`src/rtl/mem_access_stage.sv`:
```
// -----------------------------------------------------------------------------
// mem_access_stage
//
// Memory-access pipeline stage sitting between EXE and WriteBack. Each load or
// store held in the stage issues exactly one SRAM-like data-bus transaction.
// The stage builds the bus size, byte strobes and store data, decodes the
// load sub-word select for WriteBack, and keeps returned read data in a stable
// register (MEM_rdata_o) that WriteBack consumes with data_data_ok tied high.
//
// Optional feature macro: MEM_LWLR_EN
//   defined   : full unaligned lwl/lwr/swl/swr decode.
//   undefined : lwl/lwr decode as lw, swl/swr decode as sw (aligned address,
//               all byte strobes, unshifted rt data).
//
// Ports
//   clk, rst                 clock, asynchronous active-low reset
//   EXE_*                    instruction payload and valid from EXE
//   WB_allowin_w_i           WriteBack can accept this cycle
//   WB_hasRisk_w_i           downstream exception risk, blocks new bus requests
//   MEM_allowin_w_o          stage can accept from EXE this cycle
//   MEM_valid_w_o            stage presents a finished instruction to WriteBack
//   MEM_hasRisk_w_o          held exception risk OR downstream risk
//   MEM_writeNum_w_o         held destination register, for ID forwarding
//   data_*                   SRAM-like data bus (req/addr_ok, data_ok/rdata)
//   MEM_*_o                  payload to WriteBack (memReq = load in flight)
//   MEM_alignCheck_o         low address bits of the access
//   MEM_loadSel_o            one-hot load sub-word select
//   MEM_rdata_o              read data held for WriteBack
//   state_dbg                current FSM state (IDLE/REQ/WAIT/HOLD = 0..3)
//
// Handshake: a transfer across a valid/ready pair happens on a rising clk edge
// where both sides are high (EXE_valid_w_i & MEM_allowin_w_o into this stage,
// MEM_valid_w_o & WB_allowin_w_i out of it; data_req & data_addr_ok for a bus
// request). A raised valid/req keeps its payload stable until it transfers.
// -----------------------------------------------------------------------------
module mem_access_stage (
  input  logic        clk,
  input  logic        rst,
  input  logic        EXE_valid_w_i,
  input  logic        WB_allowin_w_i,
  input  logic        WB_hasRisk_w_i,
  input  logic [4:0]  EXE_writeNum_i,
  input  logic        EXE_exceptionRisk_i,
  input  logic        EXE_isDangerous_i,
  input  logic [31:0] EXE_VAddr_i,
  input  logic [31:0] EXE_finalRes_i,
  input  logic [31:0] EXE_rtData_i,
  input  logic [31:0] EXE_memAddr_i,
  input  logic [2:0]  EXE_loadKind_i,
  input  logic [2:0]  EXE_storeKind_i,
  output logic        MEM_allowin_w_o,
  output logic        MEM_valid_w_o,
  output logic        MEM_hasRisk_w_o,
  output logic [4:0]  MEM_writeNum_w_o,
  output logic        data_req,
  output logic        data_wr,
  output logic [1:0]  data_size,
  output logic [31:0] data_addr,
  output logic [31:0] data_wdata,
  output logic [3:0]  data_wstrb,
  input  logic        data_addr_ok,
  input  logic        data_data_ok,
  input  logic [31:0] data_rdata,
  output logic [4:0]  MEM_writeNum_o,
  output logic        MEM_exceptionRisk_o,
  output logic        MEM_memReq_o,
  output logic [31:0] MEM_VAddr_o,
  output logic        MEM_isDangerous_o,
  output logic [31:0] MEM_finalRes_o,
  output logic [31:0] MEM_rtData_o,
  output logic [1:0]  MEM_alignCheck_o,
  output logic [10:0] MEM_loadSel_o,
  output logic [31:0] MEM_rdata_o,
  output logic [1:0]  state_dbg
);

  localparam logic [1:0] S_IDLE = 2'd0;
  localparam logic [1:0] S_REQ  = 2'd1;
  localparam logic [1:0] S_WAIT = 2'd2;
  localparam logic [1:0] S_HOLD = 2'd3;

  logic [1:0]  state, state_nxt;
  logic        has_data;
  logic [4:0]  write_num_q;
  logic        exc_risk_q;
  logic        is_dangerous_q;
  logic [31:0] vaddr_q;
  logic [31:0] final_res_q;
  logic [31:0] rt_data_q;
  logic [31:0] mem_addr_q;
  logic [2:0]  load_kind_q;
  logic [2:0]  store_kind_q;
  logic [31:0] hold_q;
  logic [31:0] rdata_q;

  logic        accept;
  logic        drain;
  logic        handover;
  logic        is_mem_in;

  logic [1:0]  a;
  logic [31:0] addr_aligned;
  logic [10:0] load_sel;
  logic [1:0]  bus_size;
  logic [31:0] bus_addr;
  logic [3:0]  bus_wstrb;
  logic [31:0] bus_wdata;

  assign accept    = EXE_valid_w_i && MEM_allowin_w_o;
  assign drain     = MEM_allowin_w_o && !EXE_valid_w_i;
  assign handover  = MEM_valid_w_o && WB_allowin_w_i;
  assign is_mem_in = (EXE_loadKind_i != 3'd0) || (EXE_storeKind_i != 3'd0);

  // The result is ready in IDLE (no bus work, or bus work skipped because of a
  // known exception), in the WAIT cycle where the response arrives, or in HOLD.
  assign MEM_valid_w_o   = has_data && ((state == S_IDLE) ||
                                        ((state == S_WAIT) && data_data_ok) ||
                                        (state == S_HOLD));
  assign MEM_allowin_w_o = !has_data || handover;

  // ---------------------------------------------------------------------------
  // Pipeline register
  // ---------------------------------------------------------------------------
  always_ff @(posedge clk or negedge rst) begin
    if (!rst) begin
      has_data       <= 1'b0;
      write_num_q    <= 5'd0;
      exc_risk_q     <= 1'b0;
      is_dangerous_q <= 1'b0;
      vaddr_q        <= 32'd0;
      final_res_q    <= 32'd0;
      rt_data_q      <= 32'd0;
      mem_addr_q     <= 32'd0;
      load_kind_q    <= 3'd0;
      store_kind_q   <= 3'd0;
    end else if (accept) begin
      has_data       <= 1'b1;
      write_num_q    <= EXE_writeNum_i;
      exc_risk_q     <= EXE_exceptionRisk_i;
      is_dangerous_q <= EXE_isDangerous_i;
      vaddr_q        <= EXE_VAddr_i;
      final_res_q    <= EXE_finalRes_i;
      rt_data_q      <= EXE_rtData_i;
      mem_addr_q     <= EXE_memAddr_i;
      load_kind_q    <= EXE_loadKind_i;
      store_kind_q   <= EXE_storeKind_i;
    end else if (drain) begin
      has_data       <= 1'b0;
      write_num_q    <= 5'd0;
      exc_risk_q     <= 1'b0;
      is_dangerous_q <= 1'b0;
      vaddr_q        <= 32'd0;
      final_res_q    <= 32'd0;
      rt_data_q      <= 32'd0;
      mem_addr_q     <= 32'd0;
      load_kind_q    <= 3'd0;
      store_kind_q   <= 3'd0;
    end
  end

  // ---------------------------------------------------------------------------
  // Bus FSM. Whenever the stage opens up (allowin), the incoming instruction
  // decides the next state; otherwise the current transaction advances.
  // ---------------------------------------------------------------------------
  always_comb begin
    state_nxt = state;
    if (accept) begin
      state_nxt = (is_mem_in && !EXE_exceptionRisk_i) ? S_REQ : S_IDLE;
    end else if (drain) begin
      state_nxt = S_IDLE;
    end else begin
      case (state)
        S_REQ:   if (data_req && data_addr_ok) state_nxt = S_WAIT;
        S_WAIT:  if (data_data_ok) state_nxt = handover ? S_IDLE : S_HOLD;
        S_HOLD:  if (handover) state_nxt = S_IDLE;
        default: state_nxt = state;
      endcase
    end
  end

  always_ff @(posedge clk or negedge rst) begin
    if (!rst) begin
      state <= S_IDLE;
    end else begin
      state <= state_nxt;
    end
  end

  // Response arrived but WriteBack is stalled: park it until handover, since
  // the slave only drives data_rdata for the single data_data_ok cycle.
  always_ff @(posedge clk or negedge rst) begin
    if (!rst) begin
      hold_q <= 32'd0;
    end else if ((state == S_WAIT) && data_data_ok && !handover) begin
      hold_q <= data_rdata;
    end
  end

  // WriteBack reads MEM_rdata_o after handover, so it only changes when a
  // load that actually went to the bus hands over.
  always_ff @(posedge clk or negedge rst) begin
    if (!rst) begin
      rdata_q <= 32'd0;
    end else if (handover && (load_kind_q != 3'd0)) begin
      if (state == S_WAIT) begin
        rdata_q <= data_rdata;
      end else if (state == S_HOLD) begin
        rdata_q <= hold_q;
      end
    end
  end

  // ---------------------------------------------------------------------------
  // Access decode from the held payload; stable while the request is pending.
  // ---------------------------------------------------------------------------
  assign a            = mem_addr_q[1:0];
  assign addr_aligned = {mem_addr_q[31:2], 2'b00};

  always_comb begin
    load_sel  = 11'd0;
    bus_size  = 2'd0;
    bus_addr  = mem_addr_q;
    bus_wstrb = 4'b0000;
    bus_wdata = 32'd0;
    case (load_kind_q)
      3'd1: begin load_sel[0] = 1'b1; bus_size = 2'd0; end
      3'd2: begin load_sel[1] = 1'b1; bus_size = 2'd0; end
      3'd3: begin load_sel[2] = 1'b1; bus_size = 2'd1; end
      3'd4: begin load_sel[3] = 1'b1; bus_size = 2'd1; end
      3'd5: begin load_sel[4] = 1'b1; bus_size = 2'd2; end
`ifdef MEM_LWLR_EN
      3'd6: begin
        bus_size = 2'd2;
        bus_addr = addr_aligned;
        case (a)
          2'd0:    load_sel[5] = 1'b1;
          2'd1:    load_sel[6] = 1'b1;
          2'd2:    load_sel[7] = 1'b1;
          default: load_sel[4] = 1'b1;  // lwl at offset 3 is a full word
        endcase
      end
      3'd7: begin
        bus_size = 2'd2;
        bus_addr = addr_aligned;
        case (a)
          2'd0:    load_sel[4] = 1'b1;  // lwr at offset 0 is a full word
          2'd1:    load_sel[8] = 1'b1;
          2'd2:    load_sel[9] = 1'b1;
          default: load_sel[10] = 1'b1;
        endcase
      end
`else
      3'd6, 3'd7: begin
        load_sel[4] = 1'b1;
        bus_size    = 2'd2;
        bus_addr    = addr_aligned;
      end
`endif
      default: ;
    endcase

    case (store_kind_q)
      3'd1: begin
        bus_size  = 2'd0;
        bus_wstrb = 4'b0001 << a;
        bus_wdata = {4{rt_data_q[7:0]}};
      end
      3'd2: begin
        bus_size  = 2'd1;
        bus_wstrb = a[1] ? 4'b1100 : 4'b0011;
        bus_wdata = {2{rt_data_q[15:0]}};
      end
      3'd3: begin
        bus_size  = 2'd2;
        bus_wstrb = 4'b1111;
        bus_wdata = rt_data_q;
      end
`ifdef MEM_LWLR_EN
      3'd4: begin
        bus_size = 2'd2;
        bus_addr = addr_aligned;
        case (a)
          2'd0:    begin bus_wstrb = 4'b0001; bus_wdata = rt_data_q >> 24; end
          2'd1:    begin bus_wstrb = 4'b0011; bus_wdata = rt_data_q >> 16; end
          2'd2:    begin bus_wstrb = 4'b0111; bus_wdata = rt_data_q >> 8;  end
          default: begin bus_wstrb = 4'b1111; bus_wdata = rt_data_q;       end
        endcase
      end
      3'd5: begin
        bus_size = 2'd2;
        bus_addr = addr_aligned;
        case (a)
          2'd0:    begin bus_wstrb = 4'b1111; bus_wdata = rt_data_q;       end
          2'd1:    begin bus_wstrb = 4'b1110; bus_wdata = rt_data_q << 8;  end
          2'd2:    begin bus_wstrb = 4'b1100; bus_wdata = rt_data_q << 16; end
          default: begin bus_wstrb = 4'b1000; bus_wdata = rt_data_q << 24; end
        endcase
      end
`else
      3'd4, 3'd5: begin
        bus_size  = 2'd2;
        bus_addr  = addr_aligned;
        bus_wstrb = 4'b1111;
        bus_wdata = rt_data_q;
      end
`endif
      default: ;
    endcase
  end

  // ---------------------------------------------------------------------------
  // Outputs
  // ---------------------------------------------------------------------------
  assign data_req   = (state == S_REQ) && !WB_hasRisk_w_i;
  assign data_wr    = (store_kind_q != 3'd0);
  assign data_size  = bus_size;
  assign data_addr  = bus_addr;
  assign data_wdata = bus_wdata;
  assign data_wstrb = bus_wstrb;

  assign MEM_hasRisk_w_o     = exc_risk_q | WB_hasRisk_w_i;
  assign MEM_writeNum_w_o    = write_num_q;
  assign MEM_writeNum_o      = write_num_q;
  assign MEM_exceptionRisk_o = exc_risk_q;
  assign MEM_memReq_o        = (load_kind_q != 3'd0);
  assign MEM_VAddr_o         = vaddr_q;
  assign MEM_isDangerous_o   = is_dangerous_q;
  assign MEM_finalRes_o      = final_res_q;
  assign MEM_rtData_o        = rt_data_q;
  assign MEM_alignCheck_o    = a;
  assign MEM_loadSel_o       = load_sel;
  assign MEM_rdata_o         = rdata_q;
  assign state_dbg           = state;

endmodule
```
`config.mk`:
```
export PLATFORM = sky130hd
export DESIGN_NAME = mem_access_stage
export DESIGN_NICKNAME = d
export VERILOG_FILES = /design/src/rtl/mem_access_stage.sv
export SDC_FILE = /design/constraint.sdc
export NUM_CORES = 1
export LEC_CHECK = 0
export ABC_AREA = 1
export CORE_MARGIN = 2
export CORE_UTILIZATION = 38
export DETAILED_ROUTE_END_ITERATION = 7
export GPL_ROUTABILITY_DRIVEN = 0
export PLACE_DENSITY = 0.83
export SKIP_LAST_GASP = 1
export SLEW_MARGIN = 10
export SYNTH_ARGS = -nofsm -noshare
export SYNTH_HDL_FRONTEND = slang
export SYNTH_SLANG_ARGS = --single-unit
```
`constraint.sdc`:
```
create_clock -name clk -period 1.5 [get_ports clk]
set_clock_uncertainty 0.1 [all_clocks]
set_input_delay 0.3 -clock clk [delete_from_list [all_inputs] [get_ports clk]]
set_output_delay 0.3 -clock clk [all_outputs]
set_load 0.02 [all_outputs]
```
Yosys cells after proc, flatten, opt, wreduce, memory -nomap -nowiden. Cells that the tools add are included.

Equal/unequal tests: 18. Shifts and indexed selects: 1. Bitwise operators: 1. Multiplexer cells: 36. Reductions and logical operators: 34.

Operators with widths (count): $mux W32 (7); $pmux W32 S3 (1); $eq A3 B3 Y1 const B (6); $mux W2 (8); $eq A3 B2 Y1 const B (4); $ne A4 B4 Y1 const B (3); $pmux W2 S3 (2); $pmux W4 S3 (1); $reduce_bool A3 Y1 (4); $logic_and A1 B1 Y1 (10); $mux W1 (10); $mux W5 (2); $mux W3 (3); $eq A3 B1 Y1 const B (2); $reduce_or A2 Y1 (3); $reduce_or A3 Y1 (2); $logic_not A1 Y1 (5); $reduce_bool A5 Y1 (1); $eq A2 B2 Y1 const B (2); $logic_or A1 B1 Y1 (4); $mux W4 (1); $pmux W2 S2 (1); $reduce_and A4 Y1 (1); $reduce_bool A2 Y1 (2); other kinds (5) (5).

Input port bits: 180. Register bits after elaboration: 208. Output and inout port bits: 231.

Depth between registers and ports, before layout. Gate-level depths: netlist (run 1).

Depth in word-level cells: 11. Gate-level depth with buffers: 8. Depth with buffers taken out: 8.

Least setup slack after synthesis (run 1). OpenSTA, ideal clock, no wires.

Path type: flip-flop to output port. Start point: register store_kind_q[2]. End point: output data_wdata[18]. Path slack: -0.305 ns. Arrival time: 1.405 ns. Stages on the path, launching flop included: 7. Data required time: 1.100 ns. Cells stage by stage: dfrtp_1 -> inv_1 -> nand2_1 -> nor2_1 -> clkinv_1 -> clkbuf_1 -> o221ai_1.

Cells in the longest elaborated chain, start to end: 3. Elaborated cells between the ends (all ways): 7.

RTL lines: from (decl) (RTL line 92) `logic [2:0] store_kind_q;`; from (signal assigned) (RTL line 146) `store_kind_q <= EXE_storeKind_i;`; $eq A3 B3 Y1 or $eq A3 B2 Y1 (tied branches) (RTL line 262) `case (store_kind_q)`; $reduce_or A3 Y1 (no line); $pmux W32 S3 * (RTL line 262); to (decl) (RTL line 59) `output logic [31:0] data_wdata,`.

Every way passes the cells marked *; elsewhere a longest branch is shown, timed or not.

Worst setup path in the final report (run 1).
Start point: register store_kind_q[2]. End point: output data_wdata[27].

Same word-level chain as after synthesis.

==> results of run 1 <==
[layout make-up]
class                      count  area [µm²]
timing repair buffer         603        6150
fill                        1473        6010
sequential                   208        5210
multi-input combinational    679        4540
clock buffer                  31         626
tap                          319         399
inverter                      87         347
clock inverter                 9         123
antenna                        1        2.50
[Yosys cell counts (3+ instances only)]
cell,instances,area [µm²]
buf_2,26,130
nand2_1,292,1100
nor3_1,5,25.0
o21ai_0,117,586
nand4_1,3,18.8
a21oi_1,19,95.1
buf_4,17,128
a21oi_2,18,158
nand3_1,143,716
dfrtp_1,208,5200
o221ai_1,16,140
inv_1,83,312
buf_1,6,22.5
clkbuf_1,32,120
nor2_1,53,199
[per-stage QoR]
stage                     utilization [%]  setup slack, ps  TNS (ps)  hold WS [ps]
final                                74.3             -911    -89770          99.3
after CTS                            70.0             -870    -85190           100
after global placement               63.4             -792   -115080           147
after detailed placement             63.4             -824   -125400           149
after floorplan                         -             -169     -7870         -95.6
after global routing                 74.3            -1000   -110160           102
[logic make-up after synthesis]
family	after synthesis	share of synthesized area, %
AND/OR/NAND/NOR	501	23.3
flip-flops	208	57.6
AO/OA/AOI/OAI	172	11.0
buffers and inverters	168	8.05
other	1	0.0415
[path summary, 6_finish.rpt]
| path | start | end | slack (ps) | cells past startpoint |
|---|---|---|---|---|
| max | store_kind_q[2] | data_wdata[27] | -910 | 9 |
| min | EXE_valid_w_i | MEM_finalRes_o[27] | 100 | 3 |
| max reg2reg | load_kind_q[0] | MEM_rdata_o[1] | -490 | 12 |
| min reg2reg | mem_addr_q[3] | mem_addr_q[3] | 370 | 2 |
| max in group asynchronous | rst | mem_addr_q[3] | 520 | 3 |
| min in group asynchronous | rst | MEM_rdata_o[20] | 200 | 2 |
[placed cells by master (no fill, tap or decap), types with 2 or more instances in the layout]
cell type / instances
nand3_4: 2
dfrtp_2: 3
nor3_2: 2
nor2_2: 9
o21ai_4: 8
clkbuf_1: 6
clkdlybuf4s50_1: 177
nand2_2: 78
nand2_1: 173
dfrtp_1: 205
inv_1: 71
nand4_1: 3
nor3_4: 2
inv_2: 12
o21ai_1: 10
a21oi_4: 7
o21ai_2: 16
buf_12: 44
buf_16: 17
nand2_4: 39
buf_8: 6
clkbuf_16: 31
nor3_1: 2
nor2_4: 36
buf_4: 88
buf_2: 145
bufinv_16: 3
o221ai_4: 15
a21oi_2: 30
clkbuf_8: 3
o21ai_0: 83
nand3_1: 141
conb_1: 6
nor2_1: 8
clkinv_2: 5
buf_6: 115
nand2_8: 2
[worst max-delay path: stages (launching register included)]
cell and delay [ps]:
dfrtp_1 420, inv_2 100, nand2_4 70, nor2_4 130
buf_6 150, inv_8 40, buf_12 130, buf_8 130
o221ai_4 190, buf_6 150
[state kept, by name, indices dropped and copies added (netlist names)]
| name | cells |
|---|---|
| hold_q | 32 |
| state_dbg | 2 |
| MEM_finalRes_o | 32 |
| mem_addr_q | 32 |
| has_data | 1 |
| load_kind_q | 3 |
| MEM_rtData_o | 32 |
| store_kind_q | 3 |
| MEM_writeNum_o | 5 |
| MEM_VAddr_o | 32 |
| MEM_rdata_o | 32 |
| MEM_isDangerous_o | 1 |
| MEM_exceptionRisk_o | 1 |
[what timing repair did]
| action | 4_1_cts | 5_1_grt |
|---|---|---|
| gates cloned | 24 | 8 |
| pin swaps | 33 | 68 |
| setup buffers | 40 | 41 |
| hold buffers | 1 | 0 |
| endpoints found under the hold margin | 208 | 0 |
| endpoints found under the setup margin | 433 | 312 |
| resized for setup | 1155 | 277 |
[metal layers]
layer / up-vias / global-route usage (%) / wire (µm)
met5: - / 0 / 0
li1: 4523 / - / -
met1: 5003 / 32.9 / 14200
met2: 576 / 50.6 / 21000
met4: 0 / 17.8 / 2670
met3: 174 / 6.41 / 3350
[power groups by stage]
stage / Sequential, mW / Clock (mW) / Combinational [mW]
final: 9.74 / 5.77 / 23.9
after global routing: 9.95 / 6.09 / 25.0
after CTS: 9.34 / 5.80 / 21.2
after detailed placement: 9.26 / 0 / 18.8
after global placement: 9.18 / 0 / 18.4
after floorplan: 11.3 / 0 / 7.57
==> results.json, run 1 <==
{
  "pwr-share-clk_pct": 14.6,
  "first_iter_violations": 724,
  "htreeDepth": 1,
  "io_buffers": 404,
  "outcome": "complete, but fails checks",
  "critPathLaunchType": "register",
  "yosysSeqAreaShare_pct": 57.6,
  "synth_cell_types": 25,
  "p_int_mw": 22.2,
  "hpwl_mm": 23.8,
  "cap_violations": 0,
  "placed_area_mm2": 0.0148,
  "final_hold_viol_count": 0,
  "finalInstanceArea_mm2": 0.0174,
  "row_count": 56,
  "clock_latency_ps": 500,
  "max_freq_mhz": 415,
  "antenna_found_initial": 1,
  "clockRootBuffer": "clkbuf_16",
  "dieArea_mm2": 0.0250,
  "io_pins": 411,
  "drive_gt1_share_pct": 45.1,
  "syn_inst": 1050,
  "firstDrtPassIters": 5,
  "vdd_ir_drop_max_v": 0.00114,
  "synth-main-ff-cell": "dfrtp_1",
  "grt_pass1_vias": 10065,
  "path_max_fanout": 6,
  "synth_area_mm2": 0.00903,
  "drt-wirelength-per-cell_um": 21.3,
  "vias": 10276,
  "cts_made_buffers": 23,
  "arrival_ps": 2010,
  "violations": "setup timing",
  "synth-edff-count": 0,
  "clkSlewWorstSetupHoldPaths_ps": 60,
  "fin_nets": 1782,
  "grt_usage_pct": 29.2,
  "postLayoutSetupSlackWorst_ps": -911,
  "min-delay-path-class": "in2reg",
  "cp.required_ps": 1100,
  "path_class": "reg2out",
  "min_period_ps": 2410,
  "postRouteAntennaNets": 0,
  "area_delta_synth_final_pct": 92.6,
  "die_y_um": 158,
  "routed_wl_mm": 41.2,
  "async_reset_ff_share_pct": 100,
  "cts_tree": "done",
  "ys_ff_latch": 208,
  "fin_cells": 1937,
  "grt_remaining_overflow": 0,
  "rsz0062_at_grt": "true",
  "switchingPower_mw": 17.3,
  "p_leak_nw": 8.62,
  "slew_violations": 0,
  "dp_cells": 1809,
  "pwr-share-comb_pct": 60.7,
  "syn_avg_cell_area_um2": 8.60,
  "p_per_area_mw_per_mm2": 2270,
  "switching_share_pct": 43.8,
  "cts.sinks": 208,
  "period_share_pct": 161,
  "design.core.area_mm2": 0.0234,
  "die_x_um": 158,
  "endpoint_kind": "primary output",
  "finalPower_mw": 39.4,
  "clk_path_buf_depth": 3,
  "finalSetupViolCount": 300,
  "ys.warnings.count": 0,
  "grt_max_degree": 60,
  "initial_core_util_pct": 38.6,
  "drc": 0,
  "grt_pass1_wl_mm": 55.9,
  "p_seq_share_pct": 24.7,
  "vias_per_cell": 5.31
}
Power figures use the tool's default switching activity.
==> run 2, diff against run 1 <==
Settings changed: PLACE_DENSITY 0.83 to 0.74.
==> results.json, run 2 (synthesis results as in run 1) <==
{
  "outcome": "complete, but fails checks",
  "finalInstanceArea_mm2": 0.0187,
  "crit_start": "store_kind_q[2]",
  "slew_violations": 0,
  "cts.sinks": 208,
  "p_per_area_mw_per_mm2": 2290,
  "critPathLaunchType": "register",
  "period_share_pct": 163,
  "cp.required_ps": 1100,
  "vdd_ir_drop_max_v": 0.00154,
  "cpMaxStageDelayCell": "dfrtp_1",
  "dp_cells": 1821,
  "cts_made_buffers": 23,
  "holdCritStartpoint": "EXE_valid_w_i",
  "finalSetupViolCount": 315,
  "min_period_ps": 2450,
  "fill_cells": 1319,
  "die_y_um": 158,
  "seq_area_mm2": 0.00521,
  "rsz0062_at_grt": "true",
  "row_count": 56,
  "place_ws_ps": -1030,
  "fin_tns_setup_ps": -101010,
  "drt-wirelength-per-cell_um": 23.6,
  "p_leak_nw": 9.05,
  "finalPower_mw": 42.9,
  "first_iter_violations": 914,
  "clockRootBuffer": "clkbuf_16",
  "design.core.area_mm2": 0.0234,
  "grt_max_degree": 45,
  "fin_cells": 1973,
  "final_hold_viol_count": 0,
  "area_delta_synth_final_pct": 107,
  "grt_pass1_wl_mm": 52.6,
  "postLayoutSetupSlackWorst_ps": -947,
  "vias": 10726,
  "crit_buf_inv": 6,
  "layout_common_cells": "dfrtp_1, clkdlybuf4s50_1, nand2_1",
  "grt_remaining_overflow": 0,
  "r2r-start": "state_dbg[0]",
  "dieArea_mm2": 0.0250,
  "postRouteAntennaNets": 0,
  "firstDrtPassIters": 5,
  "vias_per_cell": 5.44,
  "die_x_um": 158,
  "critPathTopFamily": "buffers and inverters",
  "io_buffers": 404,
  "initial_core_util_pct": 38.6,
  "clkSlewWorstSetupHoldPaths_ps": 60,
  "grt_usage_pct": 27.1,
  "crit_path_max_incr_delay_ps": 430,
  "crit_chain": "inv_2, nand2_4, nor2_4, buf_6, inv_8, buf_12, buf_12, o221ai_4, buf_6",
  "path_max_fanout": 5,
  "violations": "setup timing",
  "hpwl_mm": 24.4,
  "drc": 0,
  "drive_gt1_share_pct": 53.8,
  "routed_wl_mm": 46.5,
  "io_pins": 411,
  "htreeDepth": 1,
  "clock_latency_ps": 510,
  "layout_commonest_cell": "dfrtp_1",
  "endpoint_kind": "primary output",
  "cap_violations": 0,
  "path_class": "reg2out",
  "cts_tree": "done",
  "antenna_found_initial": 4,
  "min-delay-path-class": "in2reg",
  "arrival_ps": 2050,
  "clk_path_buf_depth": 3,
  "placed_area_mm2": 0.0149,
  "fin_nets": 1814,
  "grt_pass1_vias": 9418,
  "multi_input_area_mm2": 0.00523,
  "max_freq_mhz": 409
}
[run 2: area by class of cell]
cell class,instances,share of cell area (%)
multi-input combinational,680,27.9
inverter,87,1.83
timing repair inverter,1,0.0870
sequential,208,27.9
clock buffer,34,3.62
tap,319,2.13
clock inverter,7,0.723
antenna,4,0.0535
timing repair buffer,633,35.7
[run 2: worst paths after layout]
kind / slack (ps) / to / cells past startpoint
setup reg to reg: -450 / hold_q[11] / 10
min in group asynchronous: 170 / MEM_rdata_o[17] / 2
hold reg to reg: 370 / MEM_isDangerous_o / 2
hold / removal: 60 / load_kind_q[0] / 3
setup / recovery: -950 / data_wdata[31] / 9
max in group asynchronous: 550 / state_dbg[0] / 3
[run 2: power by group]
part | internal, mW | total [mW] | switching, mW | leakage (nW)
Combinational | 12.4 | 26.8 | 14.4 | 5.95
Clock | 3.80 | 6.21 | 2.41 | 0.401
Sequential | 7.87 | 9.89 | 2.02 | 2.70
Total | 24.0 | 42.9 | 18.8 | 9.05
[run 2: worst register-to-register path, stage by stage (launching register included)]
cell and delay [ps]:
dfrtp_2 460, buf_6 130, buf_6 120, buf_6 120
nor2_4 110, inv_2 60, nor2_4 240, nand2_8 160
clkbuf_16 210, nand2_2 50, o21ai_1 80
[run 2: per-layer routing]
metal / up-vias / GRT usage [%] / part of all wire [%]
li1: 4591 / - / -
met1: 5240 / 32.0 / 35
met2: 667 / 47.7 / 49
met3: 226 / 5.45 / 8.8
met4: 2 / 12.4 / 6.8
met5: - / 0 / 0.067
[run 2: repair_timing]
| action | 4_1_cts | 5_1_grt |
|---|---|---|
| gates resized for setup | 1120 | 494 |
| endpoints found under the setup margin | 429 | 315 |
| setup buffers | 33 | 37 |
| hold endpoints to repair | 208 | 0 |
| cloned | 13 | 39 |
| pin swaps | 14 | 104 |
| hold buffers | 1 | 0 |
[run 2: stage by stage]
stage                     hold WS (ps)  utilization (%)
after floorplan                  -95.6                -
after global placement             132             63.7
after detailed placement           128             63.7
after CTS                         37.0             68.6
after global routing              45.6             79.9
final                             58.1             79.9
